`config.mk`:
```
export PLATFORM = sky130hd
export DESIGN_NAME = if_fetch
export DESIGN_NICKNAME = d
export VERILOG_FILES = /design/src/rtl/if_fetch.sv
export SDC_FILE = /design/constraint.sdc
export NUM_CORES = 1
export LEC_CHECK = 0
export BUFFER_PORTS_ARGS = -buffer_cell sky130_fd_sc_hd__buf_2
export CORE_MARGIN = 4
export CORE_UTILIZATION = 46
export CTS_CLUSTER_DIAMETER = 50
export DETAILED_ROUTE_END_ITERATION = 10
export PLACE_DENSITY = 0.78
export SLEW_MARGIN = 0
export SYNTH_ARGS = -nofsm -noshare
export SYNTH_HDL_FRONTEND = slang
export SYNTH_SLANG_ARGS = --single-unit
```
`constraint.sdc`:
```
create_clock -name clk -period 1.5 [get_ports clk]
set_clock_uncertainty 0.2 [all_clocks]
set_input_delay 0.3 -clock clk [delete_from_list [all_inputs] [get_ports clk]]
set_output_delay 0.3 -clock clk [all_outputs]
set_load 0.03 [all_outputs]
```
`src/rtl/if_fetch.sv`:
```
// Instruction-fetch stage: owns the PC and the IF/ID register.
// It also buffers one redirect that arrives while the stage is stalled.
module if_fetch #(
  parameter logic [15:0] RESET_PC  = 16'h0000,
  parameter logic [15:0] NOP_INSTR = 16'h0800
) (
  input  logic        clk,
  input  logic        rst,
  input  logic        ifKeep,
  input  logic        ifClear,
  input  logic        jump_en,
  input  logic [15:0] jump_target,
  input  logic        memConflict,
  input  logic [15:0] instr_in,
  output logic [15:0] pc_out,
  output logic        fetch_en,
  output logic [15:0] instr_out,
  output logic [15:0] pc_next_out,
  output logic        valid_out,
  output logic        redirect_pending
);

  localparam int unsigned W = 16;

  typedef struct packed {
    logic [W-1:0] instr;
    logic [W-1:0] pc_next;
    logic         valid;
  } ifid_t;

  localparam ifid_t BUBBLE = {NOP_INSTR, 16'h0000, 1'b0};

  logic [W-1:0] pc_q, pc_d;
  logic [W-1:0] tgt_q, tgt_d;
  logic         pend_q, pend_d;
  logic         pend_apply;
  ifid_t        ifid_q, ifid_d;

  // Next-state: PC/redirect buffer first, then IF/ID using the same decision.
  always_comb begin
    pc_d       = pc_q;
    tgt_d      = tgt_q;
    pend_d     = pend_q;
    ifid_d     = ifid_q;
    pend_apply = 1'b0;

    if (jump_en && !ifKeep) begin
      pc_d   = jump_target;
      pend_d = 1'b0;
    end else if (jump_en) begin
      pend_d = 1'b1;
      tgt_d  = jump_target;
    end else if (pend_q && !ifKeep) begin
      pc_d       = tgt_q;
      pend_d     = 1'b0;
      pend_apply = 1'b1;
    end else if (!ifKeep && !memConflict) begin
      pc_d = pc_q + W'(1);
    end

    // A flush wins over a stall; otherwise a stall freezes IF/ID entirely.
    if (ifClear) begin
      ifid_d = BUBBLE;
    end else if (!ifKeep) begin
      if (jump_en || pend_apply || memConflict) begin
        ifid_d = BUBBLE;
      end else begin
        ifid_d.instr   = instr_in;
        ifid_d.pc_next = pc_q + W'(1);
        ifid_d.valid   = 1'b1;
      end
    end
  end

  // Pipeline registers update on the falling edge like the other stages.
  always_ff @(negedge clk) begin
    if (!rst) begin
      pc_q   <= RESET_PC;
      pend_q <= 1'b0;
      tgt_q  <= '0;
      ifid_q <= BUBBLE;
    end else begin
      pc_q   <= pc_d;
      pend_q <= pend_d;
      tgt_q  <= tgt_d;
      ifid_q <= ifid_d;
    end
  end

  assign fetch_en         = !ifKeep && !memConflict;
  assign pc_out           = pc_q;
  assign instr_out        = ifid_q.instr;
  assign pc_next_out      = ifid_q.pc_next;
  assign valid_out        = ifid_q.valid;
  assign redirect_pending = pend_q;

endmodule

```
==> metrics.txt, run 1 <==
post-CTS setup buffer count 36; FF+latch count, synth 66; die height 87.87 um; synthesized area 2934 um^2; CTS Buffer Depth 2; H-tree lvl count 3; Resize count post-CTS 234; Post-synth EDFFs 0; Final HPWL DP 7251 um; Ys Warns 0; io pins 89; # rows 28; error msg [ERROR DPL-0038] Utilization greater than 100%, impossible to legalize; root buf cell clkbuf_8; top cells by area, synth dfxtp_1, a21oi_1, nand2_1; cell taking the most area after synthesis dfxtp_1; outcome aborted with a tool error; starting density of the core 0.4841; Die W 87.87 um; share of synthesized registers carrying an async set or reset 0; syn nets 399; share of the synthesized area in the top cell type 0.4503; cts-stage hold buffer count 0; sequential element share of the synthesized area 0.4503; synth unique cells 42; CTS Sinks 66; Syn Area/Cell 8.150 um^2; cells after synthesis 360; most common cell in the netlist dfxtp_1; Synth top cells by count dfxtp_1, nand2_1, a21oi_1; IO Port Bufs 88; RD Place Congestion 0.9307; Exit stage 4_1_cts; clock buffer count from CTS 9; post-placement cell count 587; top_reg_cell synth dfxtp_1
-- logic make-up after synthesis --
family / count (synthesis) / synth area share
simple gates: 129 / 0.2102
compound gates: 117 / 0.2426
flops: 66 / 0.4503
buf+inv: 30 / 0.04051
xor+xnor: 14 / 0.04179
mux: 3 / 0.01023
fa+ha+maj: 1 / 0.004264
-- metrics by stage --
step	TNS (ps)	area [um^2]	setup WS (ps)	hold WS, ps
global placement	-60770	4479	-848.5	239.3
floorplan	-36690	3416	-599.0	231.2
detailed placement	-63190	4479	-917.2	247.6
==> inputs of run 2 (changes only) <==
--- a/config.mk
+++ b/config.mk
@@ -7,10 +7,9 @@
 export LEC_CHECK = 0
 export BUFFER_PORTS_ARGS = -buffer_cell sky130_fd_sc_hd__buf_2
 export CORE_MARGIN = 4
-export CORE_UTILIZATION = 46
-export CTS_CLUSTER_DIAMETER = 50
+export CORE_UTILIZATION = 40
 export DETAILED_ROUTE_END_ITERATION = 10
-export PLACE_DENSITY = 0.78
+export PLACE_DENSITY_LB_ADDON = 0.15
 export SLEW_MARGIN = 0
 export SYNTH_ARGS = -nofsm -noshare
 export SYNTH_HDL_FRONTEND = slang
==> constraint.sdc (replaced) <==
create_clock -name clk -period 1.95 [get_ports clk]
set_clock_uncertainty 0.2 [all_clocks]
set_input_delay 0.39 -clock clk [delete_from_list [all_inputs] [get_ports clk]]
set_output_delay 0.39 -clock clk [all_outputs]
set_load 0.03 [all_outputs]
==> run 2 against run 1 <==
Against the previous run: the flow now finishes, with violations (setup timing); synthesized cell count unchanged; synthesized area stayed put.
==> metrics.txt, run 2 <==
root buf cell clkbuf_8; Floorplan Core Area 6944 um^2; Critical Path RT 1360 ps; vias in the first global route 4,281; crit path max fanout 2; commonest non-fill, non-tap cell in the layout buf_4; Post-synth EDFFs 0; first-pass GRT wire length 21,600 um; via/cell ratio 6.293; initial antenna violation count 0; Worst path max stage delay 360 ps; Place WS -710.4 ps; starting density of the core 0.4225; clock buffer count from CTS 9; CTS Sinks 66; Detailed Route Iter0 Violations 612; crit path launch instr_out[4]$_SDFFE_NP0N_; Flop pwr share 0.301; FF+latch area 1509 um^2; worst rel slew slack 0.6824; Reg clk slew, reported paths 90 ps; Finish-stage setup viols 115; violated checks setup timing; Hold WS 282.9 ps; Switching Power 1.838 mW; Critical-path top delay cell dfxtp_4; die height 93.65 um; cells after synthesis 360; CTS tree yes; Final HPWL DP 6941 um; CTS Buffer Depth 2; Syn Area/Cell 8.150 um^2; drt first pass iters 7; via count of the routed design 4,556; hold path startpoint tgt_q[13]$_SDFFE_NN0P_; post-placement cell count 587; die area 8769 um^2; routed wire length 18,480 um; IO Port Bufs 88; sequential element share of the synthesized area 0.4503; total chip power 4.719 mW; final hold violation count 0; Die W 93.65 um; max cap viols 0; Crit Reg-Reg Startpoint pc_out[4]$_SDFFE_NN0P_; CP Launch Type register; Sw Ratio 0.3895; non-filler cells, final 724; area of the multi-input gates 2196 um^2; synth unique cells 42; WL per Instance 25.52 um; diodes inserted 0; RSZ-0062 raised after global routing yes; Comb pwr share 0.219; peak supply drop 0.0006905 V; Final Net Count 662; io pins 89; worst setup margin -554.2 ps; CP bufs+invs 1; Post-DRT Antenna Nets 0; CP cell instances buf_6; Hold/Removal Path Class register to register; Worst-Margin Slew 474.8 ps; Post-Route Utilization 0.9236; Slew Limit Fails 0; top cells by area, synth dfxtp_1, a21oi_1, nand2_1; most common cell in the netlist dfxtp_1; FF+latch count, synth 66; pin count of the biggest net entering global routing 22; Ys Warns 0; layout overhead on the synthesized area 118.6%; P_leak 2.905 nW; Synth top cells by count dfxtp_1, nand2_1, a21oi_1; top_reg_cell synth dfxtp_1; post-detailed-route DRC marker count 0; GRT Total Usage 0.3182; internal power 2.881 mW; gr ovfl total 0; element type at the critical path end primary output; H-tree lvl count 3; clock group share of total power 0.480; synthesized area 2934 um^2; RD Place Congestion 0.8345; syn nets 399; layout cells sized above 1 0.6704; Power Dens Cells 735.8 nW/um^2; crit path DAT 1910 ps; share of the synthesized area in the top cell type 0.4503; most frequent cells in the layout buf_4, inv_1, buf_6, dfxtp_4, buf_2; fillers 213; # rows 30; CP delay by family, top flip-flops; worst skew pair latency 430 ps; outcome finished, violations left; share of synthesized registers carrying an async set or reset 0; cell taking the most area after synthesis dfxtp_1; Crit Path Class register to primary output
run 2: cell counts after synthesis:
Identical to the previous run, type by type.
run 2: cell families (layout without fill, tap and decap cells):
family                   count (synthesis)  after routing  synth area share
AND/OR/NAND/NOR                        129            132            0.2102
AO/OA/AOI/OAI                          117            117            0.2426
flip-flops                              66             66            0.4503
buffers and inverters                   30            295           0.04051
XOR/XNOR                                14             14           0.04179
multiplexers                             3              3           0.01023
adder cells (fa/ha/maj)                  1              1          0.004264
run 2: tightest hold or removal path: cells and delay by family (launching register included):
kind,cells,cell delay [ps]
and+or+nand+nor,1,70
DFF,1,320
AOI/OAI and AO/OA,1,40
run 2: final timing paths:
| path | end | slack (ps) | cells past startpoint |
|---|---|---|---|
| worst max register to register | pc_out[15]$_SDFFE_NN0P_ | -250 | 6 |
| worst min-delay path | tgt_q[13]$_SDFFE_NN0P_ | 280 | 2 |
| worst min register to register | tgt_q[13]$_SDFFE_NN0P_ | 280 | 2 |
| worst max-delay path | instr_out[4] | -550 | 1 |
run 2: layer usage:
layer	global-route usage	up-vias	wire length, um
met4	0.1215	0	1573
met3	0.09895	169	2107
met1	0.3456	2119	6120
li1	-	1808	-
met5	0	-	0
met2	0.5747	460	8674
run 2: area by class of cell:
type / count / share of cell area
clock buffers: 9 / 0.01931
clock inverters: 73 / 0.05814
inverters: 3 / 0.001951
multi-input cells: 267 / 0.3424
flip-flops and latches: 66 / 0.2353
well taps: 96 / 0.01873
repair buffers: 210 / 0.3242
run 2: power by group through the flow:
stage / registers [mW] / clock network [mW] / logic (mW)
final: 1.42 / 2.27 / 1.03
after global routing: 1.42 / 2.42 / 1.06
after CTS: 1.41 / 2.03 / 0.864
after detailed placement: 1.42 / 0.206 / 0.630
after global placement: 1.42 / 0.206 / 0.620
after floorplan: 1.51 / 0.206 / 0.266
run 2: timing repair:
item | in CTS | in global routing
gates cloned | 10 | 1
hold buffers | 0 | 0
buffers inserted | 28 | 25
endpoints found under the setup margin | 115 | 117
pin swaps | 77 | 46
endpoints found under the hold margin | 0 | 0
resized for setup | 210 | 81
run 2: through the flow:
stage	TNS (ps)	area (um^2)
6_report	-43710	6414
3_3_place_gp	-46510	4379
5_1_grt	-45450	6414
4_1_cts	-38700	6031
3_5_place_dp	-48060	4379
2_1_floorplan	-21690	3410
No activity file was read; power rests on OpenSTA's default activity.
==> inputs of run 3 (changes only) <==
--- a/config.mk
+++ b/config.mk
@@ -7,7 +7,7 @@
 export LEC_CHECK = 0
 export BUFFER_PORTS_ARGS = -buffer_cell sky130_fd_sc_hd__buf_2
 export CORE_MARGIN = 4
-export CORE_UTILIZATION = 40
+export CORE_UTILIZATION = 30
 export DETAILED_ROUTE_END_ITERATION = 10
 export PLACE_DENSITY_LB_ADDON = 0.15
 export SLEW_MARGIN = 0
==> run 3 against run 2 <==
Against the previous run: the flow still finishes with violations (setup timing); first-iteration DRC count is 63% lower; final area is 4.0% lower; total power is 15% lower; critical path type unchanged.
==> metrics.txt, run 3 (same netlist as run 2, synthesis figures left out) <==
outcome finished, violations left; violated checks setup timing; CP Launch Type register; vias in the first global route 3,709; CTS tree yes; Final Net Count 645; peak supply drop 0.0004189 V; CP delay by family, top flip-flops; Power Dens Cells 647.6 nW/um^2; Worst-Margin Slew 448.4 ps; via count of the routed design 3,698; worst setup margin -490.1 ps; GRT Total Usage 0.2048; element type at the critical path end primary output; Die W 106.9 um; io pins 89; post-detailed-route DRC marker count 0; die area 11,430 um^2; layout overhead on the synthesized area 109.9%; RD Place Congestion 0.8226; post-placement cell count 620; design area 6158 um^2; worst rel slew slack 0.7001; first-pass GRT wire length 18,480 um; drt first pass iters 4; Place WS -736.4 ps; layout cells sized above 1 0.6514; P_leak 2.771 nW; RSZ-0062 raised after global routing yes; dpl cell area 4395 um^2; Hold/Removal Path Class register to register; commonest non-fill, non-tap cell in the layout buf_6; diodes inserted 0; Critical-path top delay cell dfxtp_4; Floorplan Core Area 9371 um^2; crit path max fanout 2; CP bufs+invs 1; Finish-stage setup viols 115; starting density of the core 0.3131; WL per Instance 16.41 um; non-filler cells, final 740; CTS Buffer Depth 2; via/cell ratio 4.997; CP cell instances buf_6; max cap viols 0; Reg clk slew, reported paths 50 ps; Worst path max stage delay 340 ps; Final HPWL DP 7175 um; Post-DRT Antenna Nets 0; CTS Sinks 66; cts-stage hold buffer count 0; H-tree lvl count 3; Post-Route Utilization 0.6571; final hold violation count 0; die height 106.9 um; pin count of the biggest net entering global routing 22; Critical Path RT 1360 ps; crit path DAT 1850 ps; root buf cell clkbuf_8; most frequent cells in the layout buf_6, buf_4, inv_1, dfxtp_4, buf_2; clock buffer count from CTS 9; Slew Limit Fails 0; gr ovfl total 0; Crit Path Class register to primary output; IO Port Bufs 88; # rows 35; Hold WS 281.2 ps; fillers 764; Detailed Route Iter0 Violations 228; routed wire length 12,150 um; worst skew pair latency 400 ps; initial antenna violation count 0
## run 3: changes by cell type in the layout (fill, tap and decap cells not counted), sizes merged
cell / before / now
buf: 210 / 194
bufinv: 3 / 0
clkinv: 3 / 1
inv: 70 / 75
nand2b: 6 / 5
## run 3: routing by layer
metal / global-route usage / vias to the layer above / routed length (um)
met5: 0 / - / 0
met4: 0.08858 / 0 / 185
met3: 0.06562 / 17 / 650
met2: 0.3426 / 120 / 6175
met1: 0.2401 / 1779 / 5136
li1: - / 1782 / -
## run 3: final timing paths
check,startpoint,end,slack [ps],depth (start not counted)
worst min register to register,tgt_q[8]$_SDFFE_NN0P_,tgt_q[8]$_SDFFE_NN0P_,280,2
worst max-delay path,instr_out[13]$_SDFFE_NP0N_,instr_out[13],-490,1
worst max register to register,pc_out[4]$_SDFFE_NN0P_,pc_out[14]$_SDFFE_NN0P_,-60,7
worst min-delay path,tgt_q[8]$_SDFFE_NN0P_,tgt_q[8]$_SDFFE_NN0P_,280,2
## run 3: layout make-up
type                    instances  area [um^2]  area share
well taps                     129        161.4     0.02621
inverters                       3        15.01    0.002438
clock buffers                   9        123.9     0.02011
repair buffers                194         1883      0.3058
clock inverters                73        306.5     0.04978
multi-input cells             266         2160      0.3507
flip-flops and latches         66         1509      0.2450
## run 3: power breakdown
part	internal, mW	total [mW]	switching [mW]
Combinational	0.431	0.914	0.483
Sequential	1.37	1.42	0.0479
Clock	0.669	1.66	0.989
Total	2.47	3.99	1.52
## run 3: metrics by stage
stage                     setup TNS (ps)  power [mW]
final                             -37260       3.988
after global routing              -40060       4.265
after CTS                         -35060       3.926
after detailed placement          -47880       2.256
after global placement            -46820       2.251
after floorplan                   -21690       1.986
## run 3: timing repair
| action | in CTS | in global routing |
|---|---|---|
| buffers inserted | 18 | 20 |
| pin swaps | 65 | 54 |
| cloned | 9 | 0 |
| gates resized for setup | 180 | 97 |
| endpoints found under the setup margin | 115 | 116 |
